### src/rtl/seg7_pkg.sv
// -----------------------------------------------------------------------------
// seg7_pkg
// Shared constants for the 7-segment to ASCII stream path:
//   - segment patterns {g,f,e,d,c,b,a} for the glyphs the decoder recognises
//   - the ASCII codes those glyphs map to
//   - the emitter state encoding
// -----------------------------------------------------------------------------
package seg7_pkg;

    // Segment patterns, active-high, bit order {g,f,e,d,c,b,a}
    localparam logic [6:0] SEG_0     = 7'h3F;
    localparam logic [6:0] SEG_1     = 7'h06;
    localparam logic [6:0] SEG_2     = 7'h5B;
    localparam logic [6:0] SEG_3     = 7'h4F;
    localparam logic [6:0] SEG_4     = 7'h66;
    localparam logic [6:0] SEG_5     = 7'h6D;
    localparam logic [6:0] SEG_6     = 7'h7D;
    localparam logic [6:0] SEG_7     = 7'h07;
    localparam logic [6:0] SEG_8     = 7'h7F;
    localparam logic [6:0] SEG_9     = 7'h6F;
    localparam logic [6:0] SEG_A     = 7'h77;
    localparam logic [6:0] SEG_B     = 7'h7C;
    localparam logic [6:0] SEG_C     = 7'h39;
    localparam logic [6:0] SEG_D     = 7'h5E;
    localparam logic [6:0] SEG_E     = 7'h79;
    localparam logic [6:0] SEG_F     = 7'h71;
    localparam logic [6:0] SEG_DASH  = 7'h40;
    localparam logic [6:0] SEG_BLANK = 7'h00;

    // ASCII codes; b and d are lower case because that is how they render
    localparam logic [7:0] ASCII_0     = 8'h30;
    localparam logic [7:0] ASCII_1     = 8'h31;
    localparam logic [7:0] ASCII_2     = 8'h32;
    localparam logic [7:0] ASCII_3     = 8'h33;
    localparam logic [7:0] ASCII_4     = 8'h34;
    localparam logic [7:0] ASCII_5     = 8'h35;
    localparam logic [7:0] ASCII_6     = 8'h36;
    localparam logic [7:0] ASCII_7     = 8'h37;
    localparam logic [7:0] ASCII_8     = 8'h38;
    localparam logic [7:0] ASCII_9     = 8'h39;
    localparam logic [7:0] ASCII_A     = 8'h41;
    localparam logic [7:0] ASCII_B_LC  = 8'h62;
    localparam logic [7:0] ASCII_C     = 8'h43;
    localparam logic [7:0] ASCII_D_LC  = 8'h64;
    localparam logic [7:0] ASCII_E     = 8'h45;
    localparam logic [7:0] ASCII_F     = 8'h46;
    localparam logic [7:0] ASCII_DASH  = 8'h2D;
    localparam logic [7:0] ASCII_SPACE = 8'h20;
    localparam logic [7:0] ASCII_LF    = 8'h0A;
    localparam logic [7:0] ASCII_QMARK = 8'h3F;

    // Emitter states
    typedef enum logic [1:0] {
        IDLE = 2'd0,
        CHAR = 2'd1,
        EOL  = 2'd2
    } emit_state_e;

endpackage

### src/rtl/seg7_char_decode.sv
// -----------------------------------------------------------------------------
// seg7_char_decode
// Combinational 7-segment pattern to ASCII lookup.
// Ports:
//   pattern_i  7  active-high segment pattern {g,f,e,d,c,b,a}
//   ascii_o    8  ASCII code, UNKNOWN_CHAR for unrecognised patterns
// -----------------------------------------------------------------------------
module seg7_char_decode #(
    parameter logic [7:0] UNKNOWN_CHAR = 8'h3F
) (
    input  logic [6:0] pattern_i,
    output logic [7:0] ascii_o
);
    import seg7_pkg::*;

    always_comb begin
        case (pattern_i)
            SEG_0:     ascii_o = ASCII_0;
            SEG_1:     ascii_o = ASCII_1;
            SEG_2:     ascii_o = ASCII_2;
            SEG_3:     ascii_o = ASCII_3;
            SEG_4:     ascii_o = ASCII_4;
            SEG_5:     ascii_o = ASCII_5;
            SEG_6:     ascii_o = ASCII_6;
            SEG_7:     ascii_o = ASCII_7;
            SEG_8:     ascii_o = ASCII_8;
            SEG_9:     ascii_o = ASCII_9;
            SEG_A:     ascii_o = ASCII_A;
            SEG_B:     ascii_o = ASCII_B_LC;
            SEG_C:     ascii_o = ASCII_C;
            SEG_D:     ascii_o = ASCII_D_LC;
            SEG_E:     ascii_o = ASCII_E;
            SEG_F:     ascii_o = ASCII_F;
            SEG_DASH:  ascii_o = ASCII_DASH;
            SEG_BLANK: ascii_o = ASCII_SPACE;
            default:   ascii_o = UNKNOWN_CHAR;
        endcase
    end

endmodule

### src/rtl/segment7_ascii_stream.sv
// -----------------------------------------------------------------------------
// segment7_ascii_stream
// Samples a time-multiplexed N-digit 7-segment bus, assembles whole frames,
// debounces them over STABLE_SCANS identical scans and streams each newly
// stable frame as ASCII (leftmost digit first) followed by EOL_CHAR.
// Ports:
//   clk, rst_n    clock (rising edge), asynchronous active-low reset
//   sample_stb    seg/dig_en valid this cycle
//   dig_en        one-hot digit select, MSB = leftmost digit
//   seg           segment pattern {g,f,e,d,c,b,a}
//   out_valid/out_ready/out_data/out_last   byte stream, out_last on EOL
//   overrun       one-cycle pulse when an unsent pending frame is replaced
// -----------------------------------------------------------------------------
module segment7_ascii_stream #(
    parameter int         N_DIGITS       = 4,
    parameter int         STABLE_SCANS   = 2,
    parameter bit         ACTIVE_LOW_SEG = 1'b0,
    parameter logic [7:0] EOL_CHAR       = 8'h0A,
    parameter logic [7:0] UNKNOWN_CHAR   = 8'h3F
) (
    input  logic                clk,
    input  logic                rst_n,
    input  logic                sample_stb,
    input  logic [N_DIGITS-1:0] dig_en,
    input  logic [6:0]          seg,
    output logic                out_valid,
    input  logic                out_ready,
    output logic [7:0]          out_data,
    output logic                out_last,
    output logic                overrun
);
    import seg7_pkg::*;

    localparam int IDX_W = (N_DIGITS > 1) ? $clog2(N_DIGITS) : 1;
    localparam int CNT_W = $clog2(STABLE_SCANS + 1);
    localparam logic [CNT_W-1:0] CNT_MAX  = CNT_W'(STABLE_SCANS);
    localparam logic [IDX_W-1:0] IDX_LEFT = IDX_W'(N_DIGITS - 1);

    typedef logic [N_DIGITS-1:0][7:0] frame_t;

    // ---------------------------------------------------------------- capture
    logic [6:0]          seg_pol;
    logic [7:0]          dec_char;
    logic                dig_onehot;
    logic                capture_we;
    logic                commit;
    frame_t              cap_q, cap_d;
    logic [N_DIGITS-1:0] mask_q, mask_d;

    assign seg_pol = ACTIVE_LOW_SEG ? ~seg : seg;

    seg7_char_decode #(
        .UNKNOWN_CHAR(UNKNOWN_CHAR)
    ) u_decode (
        .pattern_i(seg_pol),
        .ascii_o  (dec_char)
    );

    // x & (x-1) clears the lowest set bit; zero result with x!=0 means one-hot
    assign dig_onehot = (dig_en != '0) &&
                        ((dig_en & (dig_en - N_DIGITS'(1))) == '0);
    assign capture_we = sample_stb && dig_onehot;
    assign commit     = &mask_q;

    // A strobe landing on the commit edge starts the next frame's mask.
    always_comb begin
        cap_d  = cap_q;
        mask_d = commit ? '0 : mask_q;
        if (capture_we) begin
            for (int i = 0; i < N_DIGITS; i++) begin
                if (dig_en[i]) cap_d[i] = dec_char;
            end
            mask_d = mask_d | dig_en;
        end
    end

    always_ff @(posedge clk or negedge rst_n) begin
        if (!rst_n) begin
            cap_q  <= '0;
            mask_q <= '0;
        end else begin
            cap_q  <= cap_d;
            mask_q <= mask_d;
        end
    end

    // -------------------------------------------------------------- debounce
    frame_t           prev_q, prev_d;
    logic [CNT_W-1:0] cnt_q, cnt_d;
    logic             qualify;

    frame_t           pend_q, pend_d;
    logic             pvld_q, pvld_d;
    frame_t           lastq_q, lastq_d;
    logic             qvld_q, qvld_d;
    logic             overrun_q, overrun_d;
    logic             take;

    emit_state_e      state_q, state_d;
    frame_t           shreg_q, shreg_d;
    logic [IDX_W-1:0] idx_q, idx_d;

    always_comb begin
        prev_d = prev_q;
        cnt_d  = cnt_q;
        if (commit) begin
            if (cap_q == prev_q) begin
                if (cnt_q != CNT_MAX) cnt_d = cnt_q + CNT_W'(1);
            end else begin
                prev_d = cap_q;
                cnt_d  = CNT_W'(1);
            end
        end
    end

    // Saturation keeps cnt at max on later identical commits; last_queued
    // stops those from re-emitting the same frame.
    assign qualify = commit && (cnt_d == CNT_MAX) &&
                     (!qvld_q || (cap_q != lastq_q));

    // ---------------------------------------------------------- pending slot
    assign take = (state_q == IDLE) && pvld_q;

    // New frame wins over the emitter's take in the same cycle, so a frame
    // arriving just as the emitter grabs the old one is kept, not counted
    // as an overrun.
    always_comb begin
        pend_d    = pend_q;
        pvld_d    = pvld_q;
        lastq_d   = lastq_q;
        qvld_d    = qvld_q;
        overrun_d = 1'b0;
        if (take) pvld_d = 1'b0;
        if (qualify) begin
            pend_d    = cap_q;
            pvld_d    = 1'b1;
            lastq_d   = cap_q;
            qvld_d    = 1'b1;
            overrun_d = pvld_q && !take;
        end
    end

    always_ff @(posedge clk or negedge rst_n) begin
        if (!rst_n) begin
            prev_q    <= '0;
            cnt_q     <= '0;
            pend_q    <= '0;
            pvld_q    <= 1'b0;
            lastq_q   <= '0;
            qvld_q    <= 1'b0;
            overrun_q <= 1'b0;
        end else begin
            prev_q    <= prev_d;
            cnt_q     <= cnt_d;
            pend_q    <= pend_d;
            pvld_q    <= pvld_d;
            lastq_q   <= lastq_d;
            qvld_q    <= qvld_d;
            overrun_q <= overrun_d;
        end
    end

    // --------------------------------------------------------------- emitter
    always_comb begin
        state_d = state_q;
        shreg_d = shreg_q;
        idx_d   = idx_q;
        case (state_q)
            IDLE: begin
                if (pvld_q) begin
                    shreg_d = pend_q;
                    idx_d   = IDX_LEFT;
                    state_d = CHAR;
                end
            end
            CHAR: begin
                if (out_ready) begin
                    if (idx_q == '0) state_d = EOL;
                    else             idx_d   = idx_q - IDX_W'(1);
                end
            end
            EOL: begin
                if (out_ready) state_d = IDLE;
            end
            default: state_d = IDLE;
        endcase
    end

    always_ff @(posedge clk or negedge rst_n) begin
        if (!rst_n) begin
            state_q <= IDLE;
            shreg_q <= '0;
            idx_q   <= '0;
        end else begin
            state_q <= state_d;
            shreg_q <= shreg_d;
            idx_q   <= idx_d;
        end
    end

    // Outputs decode straight from registers, so reset forces them at once.
    always_comb begin
        out_data = 8'h00;
        out_last = 1'b0;
        case (state_q)
            CHAR:    out_data = shreg_q[idx_q];
            EOL: begin
                out_data = EOL_CHAR;
                out_last = 1'b1;
            end
            default: out_data = 8'h00;
        endcase
    end

    assign out_valid = (state_q != IDLE);
    assign overrun   = overrun_q;

endmodule

### config.mk
export PLATFORM = sky130hd
export DESIGN_NAME = segment7_ascii_stream
export DESIGN_NICKNAME = d
export VERILOG_FILES = /design/src/rtl/seg7_pkg.sv /design/src/rtl/seg7_char_decode.sv /design/src/rtl/segment7_ascii_stream.sv
export SDC_FILE = /design/constraint.sdc
export NUM_CORES = 1
export LEC_CHECK = 0
export ABC_AREA = 1
export CORE_MARGIN = 2
export CORE_UTILIZATION = 30
export CTS_CLUSTER_SIZE = 24
export DETAILED_ROUTE_END_ITERATION = 8
export GPL_ROUTABILITY_DRIVEN = 0
export SLEW_MARGIN = 20
export SYNTH_ARGS = -nofsm -noshare
export SYNTH_HDL_FRONTEND = slang
export SYNTH_HIERARCHICAL = 1
export SYNTH_SLANG_ARGS = --single-unit
### constraint.sdc
create_clock -name clk -period 1.6 [get_ports clk]
set_clock_uncertainty 0.15 [all_clocks]
set_input_delay 0.24 -clock clk [delete_from_list [all_inputs] [get_ports clk]]
set_output_delay 0.24 -clock clk [all_outputs]
set_load 0.005 [all_outputs]
# ---- After elaboration in Yosys (flattened, before gate mapping)
# Cells that the tools add are included.
dict set report op_classes {
  addsub 3
  order_cmp 1
  eq_ne 28
  n_mux 22
  n_bitwise 3
  n_reduce_logical 26
}
# operator count
set ops {}
lappend ops {{case mux 7 bit (18 select lines)} 1}
lappend ops {{== test 7 bit (second input constant)} 13}
lappend ops {{== test 32 bit} 1}
lappend ops {{inequality test 32 bit} 1}
lappend ops {{2-to-1 mux 2 bit} 10}
lappend ops {{binary-select mux 8 bit (select 2 bit)} 1}
lappend ops {{case mux 8 bit (2 select lines)} 1}
lappend ops {{== test 7 x 3 -> 1 bit (second input constant)} 2}
lappend ops {{== test 7 x 6 -> 1 bit (second input constant)} 2}
lappend ops {{inequality test 2 bit (second input constant)} 6}
lappend ops {{AND reduction 4 bit} 3}
lappend ops {{AND reduction 2 bit} 5}
lappend ops {{2-to-1 mux 4 bit} 2}
lappend ops {{2-to-1 mux 8 bit} 1}
lappend ops {{zero test 7 bit} 1}
lappend ops {{logical AND 1 bit} 6}
lappend ops {{case mux 2 bit (3 select lines)} 1}
lappend ops {{nonzero test 2 bit} 3}
lappend ops {{AND reduction 5 bit} 1}
lappend ops {{bitwise AND 4 bit} 1}
lappend ops {{== test 2 bit (second input constant)} 2}
lappend ops {{zero test 2 bit} 2}
lappend ops {{zero test 4 bit} 1}
lappend ops {{2-to-1 mux 1 bit} 4}
lappend ops {{other kinds (11)} 12}
dict set report word_totals {
  ff_bits 141
  in_bits 15
  output_inout_bits 11
  word_cells 106
}

# ---- Logic depth before layout (Yosys ltp)
dict set report logic_depth {
  depth_word 8
  mapped_depth 14
  depth_no_buf 13
}

# ---- Hierarchy
# The synthesis kept the hierarchy.
# mod instances cells_each area_each_um2 seq_area_each_um2
set by_module_without_submodules {}
lappend by_module_without_submodules {segment7_ascii_stream 1 944 7108.1 3528.4}
lappend by_module_without_submodules {seg7_char_decode 1 86 405.4 0.0}

# ---- Least setup slack after synthesis
# OpenSTA, ideal clock, no wires.
dict set report synth_path {
  path_kind {flip-flop to flip-flop}
  startpoint {reg idx_q[0]}
  endpoint {reg state_q[0]}
  setup_ns 0.132
  t_arrival_ns 1.494
  t_required_ns 1.318
  slack_ns -0.176
  stages_incl_launch_ff 9
  n_path_buf 2
  synth_period_minus_slack_ns 1.776
  cell_sequence {dfrtp_1 clkbuf_1 inv_1 clkbuf_1 ha_1 nor2_1 inv_1 o211ai_1 o21ai_0}
}
dict set report synth_between {
  elab_chain_cells 3
}
# item line
set synth_lines {}
lappend synth_lines {{start, declared} segment7_ascii_stream.sv:101} ;# logic [IDX_W-1:0] idx_q, idx_d;
lappend synth_lines {{start signal, assigned} segment7_ascii_stream.sv:197} ;# idx_q <= idx_d;
lappend synth_lines {{zero test 2 bit} segment7_ascii_stream.sv:178} ;# if (idx_q == '0) state_d = EOL;
lappend synth_lines {{inequality test 2 bit (no source line)} --}
lappend synth_lines {{AND reduction 4 bit (no source line)} --}
lappend synth_lines {{end signal, assigned} segment7_ascii_stream.sv:195} ;# state_q <= state_d;
lappend synth_lines {{end, declared} segment7_ascii_stream.sv:99} ;# emit_state_e state_q, state_d;
# No other way between the ends.
# A chain may end at the register's enable or synchronous reset.

# ---- Final worst setup path
dict set report layout_path {
  startpoint {reg prev_q[29] (netlist bit)}
  endpoint {reg lastq_q[20] (netlist bit)}
}
dict set report layout_between {
  elab_chain_cells 6
}
# item line
set layout_lines {}
lappend layout_lines {{start, declared} segment7_ascii_stream.sv:88} ;# frame_t prev_q, prev_d;
lappend layout_lines {{start signal, assigned} segment7_ascii_stream.sv:153} ;# prev_q <= prev_d;
lappend layout_lines {{== test 32 bit} segment7_ascii_stream.sv:107} ;# if (cap_q == prev_q) begin
lappend layout_lines {{2-to-1 mux 2 bit} segment7_ascii_stream.sv:107}
lappend layout_lines {{2-to-1 mux 2 bit} segment7_ascii_stream.sv:106} ;# if (commit) begin
lappend layout_lines {{== test 2 bit} segment7_ascii_stream.sv:118} ;# assign qualify = commit && (cnt_d == CNT_MAX) &&
lappend layout_lines {{logical AND 1 bit (2 in a row)} segment7_ascii_stream.sv:118}
lappend layout_lines {{end signal, assigned} segment7_ascii_stream.sv:157} ;# lastq_q <= lastq_d;
lappend layout_lines {{end, declared} segment7_ascii_stream.sv:94} ;# frame_t lastq_q, lastq_d;
# No other way between the ends.

==> flow_metrics.env <==
export IMPL_overflow=0
export IMPL_timing_final_crit_share_pct=134.4
export IMPL_synth_seq_cells=141
export IMPL_drt_iter0_markers=581
export IMPL_critical_path_cell_chain="xnor2_2 -> buf_4 -> nand2_2 -> nor2_2 -> nand2_1 -> nor2_1 -> buf_4 -> nand2_4 -> nand2_4 -> nand4_4 -> buf_12 -> clkbuf_16 -> nand2_2 -> nand2_1"
export IMPL_grt_max_degree=45
export IMPL_wirelength_um=23060
export IMPL_clkSlewWorstSetupHoldPaths_ns=0.06
export IMPL_synth_avg_cell_area_um2=7.295
export IMPL_synth_most_common_cell="nand2_1"
export IMPL_utilization_pct=45.14
export IMPL_core_area_mm2=0.02446
export IMPL_cts_buffer_depth=2
export IMPL_path_class="flop to flop"
export IMPL_drive_above_1_share_pct=33.89
export IMPL_yosysSeqAreaShare_pct=46.96
export IMPL_vias=7144
export IMPL_ys_warn_count=6
export IMPL_worstPathArrival_ns=2.32
export IMPL_crit_fanout=8
export IMPL_period_minus_slack_ns=2.151
export IMPL_synth_area_mm2=0.007513
export IMPL_ir_worst_vdd_mv=0.7937
export IMPL_dr_pass1_iters=5
export IMPL_vias_per_cell=4.527
export IMPL_power_density_mw_per_mm2=1447
export IMPL_grt_setup_unrepaired="true"
export IMPL_finalSetupViolCount=83
export IMPL_hpwl_um=14990
export IMPL_antenna_found_initial=0
export IMPL_worstPathBufferInverterCount=4
export IMPL_post_synth_top_area_cell="dfrtp_1"
export IMPL_route_detailed_drc=0
export IMPL_ys_async_sr_fraction_pct=100.0
export IMPL_final_design_area_no_fill_mm2=0.01104
export IMPL_cp_slowest_stage_delay_ns=0.41
export IMPL_floorplan_die_height_um=162.3
export IMPL_clock_latency_ns=0.43
export IMPL_finalHoldViolCount=0
export IMPL_synth_common_cells="nand2_1 (421), dfrtp_1 (141), inv_1 (111)"
export IMPL_portBuffers=25
export IMPL_preCtsSetupSlack_ns=-0.5694
export IMPL_layout_nets=1261
export IMPL_start_kind="flop"
export IMPL_min_path_type="input port to asynchronous set/reset pin"
export IMPL_critPathLaunch="prev_q[29]$_DFFE_PN0P_"
export IMPL_crit_family="buffers and inverters"
export IMPL_cp_required_ns=1.77
export IMPL_synth_edf_count=0
export IMPL_p_leak_nw=5.714
export IMPL_grt_use_total_pct=17.20
export IMPL_total_power_w=0.01598
export IMPL_synth_top_area_share_pct=46.96
export IMPL_synth_cell_types=37
export IMPL_h_tree_depth=4
export IMPL_drv_slew=0
export IMPL_antenna_cells=0
export IMPL_setup_tns_ns=-35.19
export IMPL_area_sequential_mm2=0.003532
export IMPL_ys_flop_type="dfrtp_1"
export IMPL_cts_num_sinks=141
export IMPL_multi_input_area_mm2=0.003817
export IMPL_r2r_start="prev_q[29]$_DFFE_PN0P_"
export IMPL_maxCapViolations=0
export IMPL_netlist_top_cells_area="dfrtp_1 (47%), nand2_1 (21%), inv_1 (5.5%)"
export IMPL_initial_core_util_pct=30.71
export IMPL_violations="setup timing"
export IMPL_chipWidth_um=162.3
export IMPL_slowest_stage="dfrtp_1"
export IMPL_synthToLayoutAreaGrowth_pct=46.98
export IMPL_cts_root_buffer="clkbuf_16"
export IMPL_syn_inst=1030
export IMPL_rows=57
export IMPL_dieArea_mm2=0.02633
export IMPL_grt_pass1_vias=6825
export IMPL_status="finished, violations left"
export IMPL_drt_wirelength_per_cell_um=14.61
export IMPL_ios=26
export IMPL_grt_pass1_wl_um=35080
export IMPL_placed_area_mm2=0.009334
export IMPL_ant_nets=0
export IMPL_end_kind="flop"
export IMPL_cts_tree="yes"
export IMPL_max_freq_mhz=465.0
export IMPL_fillers=2342
export IMPL_setup_ws_ns=-0.5505
export IMPL_synth_net_count=1050
export IMPL_cts_buffers=17
-- cells in the final DEF (no fill, tap or decap), drive strengths merged --
master / n
dlymetal6s2s: 7
clkdlybuf4s50: 6
nand3b: 1
o221ai: 1
nor3: 1
dlygate4sd2: 1
and2: 1
dfrtp: 141
o211ai: 1
conb: 1
nand4: 9
a211oi: 1
xnor2: 11
dlygate4sd3: 1
nand2: 433
xor2: 1
nor2: 100
clkbuf: 29
a32oi: 1
inv: 139
clkinv: 10
ha: 5
a21oi: 10
o22ai: 7
nand3: 14
mux2: 12
clkinvlp: 3
bufinv: 3
o21ai: 107
buf: 197
-- sequential cells by signal (all words and copies together) (netlist names) --
signal	cells
cap_q	32
lastq_q	32
prev_q	32
shreg_q	32
mask_q	4
cnt_q	2
idx_q	2
state_q	2
overrun	1
pvld_q	1
qvld_q	1
-- routing by layer --
layer / wire (µm) / share of wire, % / global-route usage [%]
met1: 10760 / 47 / 23.67
met2: 10870 / 47 / 27.39
met3: 1031 / 4.5 / 2.860
met4: 401 / 1.7 / 6.154
met5: 0 / 0 / 0
-- per-stage QoR --
stage               hold WS, ns  instances
finish                   0.1417       1578
global placement        0.02976       1514
detailed placement      0.03733       1514
floorplan               -0.2056       1030
global route             0.1680       1578
CTS                      0.1488       1570
-- what timing repair did --
action / 4_1_cts / 5_1_grt
gates resized for setup: 164 / 124
setup buffers: 20 / 7
endpoints found under the setup margin: 91 / 135
hold buffers: 1 / 0
endpoints found under the hold margin: 141 / 0
pin swaps: 21 / 34
gates cloned: 4 / 8
-- cells by family after synthesis --
kind of cell | after synthesis | share of synthesized area (%)
AOI/OAI and AO/OA | 128 | 9.026
xor gates and xnor gates | 12 | 1.399
adders and majority gates | 5 | 0.8326
buffers and inverters | 172 | 9.775
DFF | 141 | 46.96
muxes | 12 | 1.799
other | 1 | 0.04991
and+or+nand+nor | 559 | 30.16
-- worst paths after layout --
path                                           end  slack [ns]  cells after the start
max                        lastq_q[20]$_DFFE_PN0P_       -0.55                     14
min                              overrun$_DFF_PN0_        0.14                      2
max reg2reg                lastq_q[20]$_DFFE_PN0P_       -0.55                     14
min reg2reg                lastq_q[17]$_DFFE_PN0P_        0.34                      2
max in group asynchronous     cap_q[6]$_DFFE_PN0P_        0.53                      3
min in group clk           lastq_q[17]$_DFFE_PN0P_        0.34                      2
-- power breakdown --
part           total (W)  leakage, nW  internal, W  switching [W]
Sequential       0.00493         1.86      0.00423       0.000703
Combinational    0.00682         3.56      0.00327        0.00354
Clock            0.00423        0.297      0.00260        0.00164
-- area by class of cell --
| cell class | count | area share [%] |
|---|---|---|
| multi-input combinational | 717 | 34.57 |
| sequential | 141 | 31.99 |
| timing repair buffer | 220 | 19.10 |
| inverter | 144 | 4.997 |
| clock buffer | 21 | 4.260 |
| tap | 324 | 3.671 |
| clock inverter | 11 | 1.416 |
Note: power is estimated with default switching activity, not from simulation.
==> RTL edit 1 (same settings) <==
Encoding of `emit_state_e`: now one-hot (3 bits for 3 states).
--- a/src/rtl/seg7_pkg.sv
+++ b/src/rtl/seg7_pkg.sv
@@ -50,10 +50,10 @@
     localparam logic [7:0] ASCII_QMARK = 8'h3F;
 
     // Emitter states
-    typedef enum logic [1:0] {
-        IDLE = 2'd0,
-        CHAR = 2'd1,
-        EOL  = 2'd2
+    typedef enum logic [2:0] {
+        IDLE = 3'b001,
+        CHAR = 3'b010,
+        EOL  = 3'b100
     } emit_state_e;
 
 endpackage
Function: no difference found for any inputs over 10 cycles, from zero or initial values and one cycle with rst_n low; not proved beyond that.
==> RTL edit 1 against the original RTL <==
  * The run still ends with setup timing left
  * Design area rose by 4.9%
  * Synthesized area fell by 0.60%
  * Setup slack improved by 0.043 ns
  * Wire length rose by 5.2%
  * Power fell by 12%
  * Sequential cell count rose by 1
  * Critical endpoint is now out_data[1]
  * Largest power group unchanged
==> RTL edit 1: results (changes against the original RTL) <==
INFO  timing         final_critical_path_setup_slack=-0.507ns [+0.0435 ns]
INFO  timing         setup-violations-final=116 [+40%]
INFO  finish         layout.nets=1316 [+4.4%]
INFO  setup_path     timing.reg2reg.worst_path_depth=15 [+1]
INFO  setup_path     worstPathMaxFanout=5 [-3]
INFO  pwr            total_leakage_power=5.94nW [+4.0%]
INFO  run_status     violations=setup timing
INFO  global_route   grtUsageMet2=30.1% [+2.7 points]
INFO  global_route   grt_pass1_vias=7140 [+4.6%]
INFO  finish         filler_cell_count=2350 [+0.34%]
INFO  placed_design  place_ws=-0.522ns [+0.0473 ns]
INFO  placed_design  detailedPlacementHpwl=15700um [+4.4%]
INFO  synthesis      synth.top_cells.by_count=sky130_fd_sc_hd__nand2_1 (453), sky130_fd_sc_hd__dfrtp_1 (141), sky130_fd_sc_hd__inv_1 (124)
INFO  synthesis      synth_fp_nets=1076 [+2.5%]
INFO  routing        wl=24300um [+5.2%]
INFO  setup_path     cp.arrival=1.72ns [-0.60 ns]
INFO  synthesis      netlist_top_cells_area=sky130_fd_sc_hd__dfrtp_1 (47%), sky130_fd_sc_hd__nand2_1 (23%), sky130_fd_sc_hd__o21ai_0 (7.0%), sky130_fd_sc_hd__inv_1 (6.2%), sky130_fd_sc_hd__nor2_1 (4.4%)
INFO  finish         drive_above_1_share=37.5% [+3.6 points]
INFO  placed_design  placement.cell_area=9370um2 [+0.35%]
INFO  global_route   grtUsageTotal=18.3% [+1.1 points]
INFO  global_route   grt_max_degree=59 [+31%]
INFO  timing         whs=0.0991ns [-0.0426 ns]
INFO  setup_path     r2r_start=cap_q[0]
INFO  run_status     status=finished, violations left
INFO  routing        dr.first_iter.drc_count=485 [-17%]
INFO  global_route   wire_length_of_the_first_global_routing_pass=37300um [+6.4%]
INFO  global_route   met3_usage=4.03% [+1.2 points]
-- RTL edit 1: metrics by stage --
step                TNS (ns)  power [mW]  instances
floorplan              -4.94        6.88       1059
global placement      -47.70        8.37       1544
detailed placement    -49.88        8.46       1544
CTS                   -38.61        13.8       1627
global route          -49.39        15.0       1636
finish                -37.99        14.1       1636
-- RTL edit 1: timing repair --
| action | 4_1_cts | 5_1_grt |
|---|---|---|
| hold endpoints to repair | 142 | 0 |
| setup endpoints to repair | 103 | 143 |
| hold buffers | 1 | 0 |
| gates resized for setup | 208 | 166 |
| pin swaps | 21 | 19 |
| setup buffers | 40 | 13 |
| gates cloned | 11 | 4 |
-- RTL edit 1: layer usage --
layer  routed length [um]  part of all wire [%]
met5                    0                     0
met2                11800                    49
met4                  643                   2.7
met3                 1430                   5.9
met1                10400                    43
-- RTL edit 1: critical path: stages, from the launching register on --
cell and delay, ns:
sky130_fd_sc_hd__dfrtp_1 0.36, sky130_fd_sc_hd__inv_2 0.06, sky130_fd_sc_hd__nor3_4 0.20, sky130_fd_sc_hd__inv_2 0.08, sky130_fd_sc_hd__buf_12 0.14, sky130_fd_sc_hd__a221o_1 0.28, sky130_fd_sc_hd__nand2_1 0.07, sky130_fd_sc_hd__buf_2 0.10
-- RTL edit 1: power by group --
group	switching (mW)	internal, mW	total, mW
registers	0.655	4.21	4.86
logic	2.64	2.36	5.00
clock network	1.57	2.69	4.26
total	4.86	9.26	14.1
-- RTL edit 1: cells by family after synthesis --
group | share of synthesized area, %
AND/OR/NAND/NOR | 31.6
buffers and inverters | 9.72
flip-flops | 47.6
AO/OA/AOI/OAI | 9.67
XOR/XNOR | 0.586
multiplexers | 0.452
adder cells (fa/ha/maj) | 0.335
other | 0.0502
-- RTL edit 1: worst max-delay path by stage --
stage,slack (ns),to,depth (start not counted),startpoint
finish,-0.51,out_data[1],7,state_q[1]
CTS,-0.50,out_data[1],6,state_q[2]
detailed placement,-0.52,prev_q[21],13,cap_q[0]
global route,-0.63,lastq_q[15],15,prev_q[1]
global placement,-0.50,overrun,13,cap_q[0]
floorplan,-0.12,lastq_q[4],11,cap_q[29]
-- RTL edit 1: area by class of cell --
cell class	count	share of cell area, %
multi-input cells	738	33.3
repair inverters	1	0.0756
well taps	324	3.50
inverters	150	5.02
clock inverters	10	1.41
clock buffers	22	4.01
repair buffers	249	22.0
flip-flops and latches	142	30.8
==> RTL edit 2 (same flow settings) <==
Made on the original files. Change the parameter `N_DIGITS` from 4 to 8.
--- a/src/rtl/segment7_ascii_stream.sv
+++ b/src/rtl/segment7_ascii_stream.sv
@@ -12,7 +12,7 @@
 //   overrun       one-cycle pulse when an unsent pending frame is replaced
 // -----------------------------------------------------------------------------
 module segment7_ascii_stream #(
-    parameter int         N_DIGITS       = 4,
+    parameter int         N_DIGITS       = 8,
     parameter int         STABLE_SCANS   = 2,
     parameter bit         ACTIVE_LOW_SEG = 1'b0,
     parameter logic [7:0] EOL_CHAR       = 8'h0A,
Interface: changed (resized dig_en); port bits go from 26 to 30. The function was not compared with the original's and may differ.
==> RTL edit 2 against the original RTL <==
  * Sequential share of layout area grew 1.2 points
  * Highest routed layer unchanged
  * Power grew 5.7%
  * Core utilization grew 0.45 points
  * Fmax shrank 13%
  * Die area grew 81%
  * Design area grew 87%
  * Synthesized area grew 83%
  * Wire length grew 120%
  * Setup slack lost 0.33 ns
  * Critical endpoint is now out_data[6]
  * Via count grew 94%
  * Sequential cell count grew 133
  * Count of clock-buffer cells in the layout grew 22
  * The flow still finishes with violations (setup timing)
==> RTL edit 2: results (changes against the original RTL) <==
INFO  run_status     status=finished, violations left
INFO  run_status     violations=setup timing
INFO  routing        met2RoutedLength=23700um [+120%]
INFO  clocking       clock_insertion_delay_worst_skew=0.58ns [+0.15 ns]
INFO  floorplan      fp.dieW=218um [+34%]
INFO  setup_path     r2r_start=prev_q[50]
INFO  setup_path     worstPathMaxFanout=6 [-2]
INFO  global_route   met3_usage=2.70% [-0.16 points]
INFO  placed_design  place_ws=-0.873ns [-0.303 ns]
INFO  synthesis      synth_fp_nets=1873 [+78%]
INFO  setup_path     endpoint=out_data[6]
INFO  routing        wl=50700um [+120%]
INFO  clocking       clockBufferDepth=3 [+1]
INFO  timing         setup-violations-final=148 [+78%]
INFO  finish         finalCoreUtilization=45.6% [+0.45 points]
INFO  finish         layout.nets=2226 [+77%]
INFO  synthesis      number_of_distinct_library_cells_after_synthesis=39 [+5.4%]
INFO  synthesis      synth.top_cells.by_count=sky130_fd_sc_hd__nand2_1 (742), sky130_fd_sc_hd__dfrtp_1 (274), sky130_fd_sc_hd__o21ai_0 (194)
INFO  routing        dr.first_iter.drc_count=1236 [+110%]
INFO  placed_design  placement.cell_area=16800um2 [+80%]
INFO  synthesis      synth_sequential_area_ratio=49.9% [+2.9 points]
INFO  min_path       hold_class=in -> reg
INFO  global_route   grt_pass1_vias=12700 [+86%]
INFO  clocking       cts.htree.levels=1 [-3]
INFO  synthesis      synth_mux_area_share=0% [-1.8 points]
INFO  setup_path     timing.reg2reg.worst_path_depth=16 [+2]
INFO  placed_design  numPlacedInstances=2670 [+76%]
INFO  routing        vias_per_cell=4.90 [+8.3%]
INFO  synthesis      netlist_top_cells_area=sky130_fd_sc_hd__dfrtp_1 (50%), sky130_fd_sc_hd__nand2_1 (20%), sky130_fd_sc_hd__o21ai_0 (7.1%), sky130_fd_sc_hd__inv_1 (5.1%), sky130_fd_sc_hd__nor2_1 (4.2%)
INFO  routing        dr_wl_met3=4260um [+310%]
INFO  clocking       cts-buffers-inserted=29 [+12]
INFO  timing         final_critical_path_setup_slack=-0.883ns [-0.332 ns]
INFO  synthesis      post_synth_xor_area_fraction=2.10% [+0.70 points]
INFO  synthesis      post_synth_fa_ha_maj_area_fraction=0.546% [-0.29 points]
INFO  placed_design  detailedPlacementHpwl=28100um [+87%]
[RTL edit 2: layout make-up]
class	count	area share, %
Inverter	206	3.85
Clock buffer	43	4.01
Multi-Input combinational cell	1298	33.9
Tap cell	600	3.64
Timing Repair inverter	1	0.0788
Clock inverter	10	0.527
Sequential cell	274	33.2
Timing Repair Buffer	391	20.8
[RTL edit 2: worst min path at each step]
stage,from,endpoint,slack [ns],cells after the start
2_1_floorplan,rst_n,cap_q[0],-0.21,0
3_3_place_gp,rst_n,lastq_q[42],0.05,1
3_5_place_dp,rst_n,lastq_q[43],0.05,1
4_1_cts,rst_n,lastq_q[43],0.06,2
5_1_grt,dig_en[4],cap_q[33],0.05,5
6_report,dig_en[4],cap_q[36],0.01,5
[RTL edit 2: worst max-delay path, stage by stage, from the launching register on]
cell	delay, ns
sky130_fd_sc_hd__dfrtp_1	0.42
sky130_fd_sc_hd__buf_6	0.16
sky130_fd_sc_hd__buf_12	0.13
sky130_fd_sc_hd__clkinv_8	0.05
sky130_fd_sc_hd__o21ai_0	0.08
sky130_fd_sc_hd__o22ai_1	0.19
sky130_fd_sc_hd__o21ai_2	0.11
sky130_fd_sc_hd__a31oi_2	0.22
sky130_fd_sc_hd__buf_2	0.16
[RTL edit 2: power by group]
part | leakage (nW) | switching [mW] | internal (mW) | total, mW
sequential | 3.77 | 0.205 | 7.16 | 7.36
clock | 0.457 | 2.91 | 3.89 | 6.80
combinational | 6.11 | 1.57 | 1.16 | 2.73
[RTL edit 2: what timing repair did]
item,CTS,global route
hold buffers,1,0
resized for setup,198,391
endpoints found under the hold margin,274,0
pin swaps,104,112
buffers inserted,30,36
cloned,18,28
setup endpoints to repair,221,284
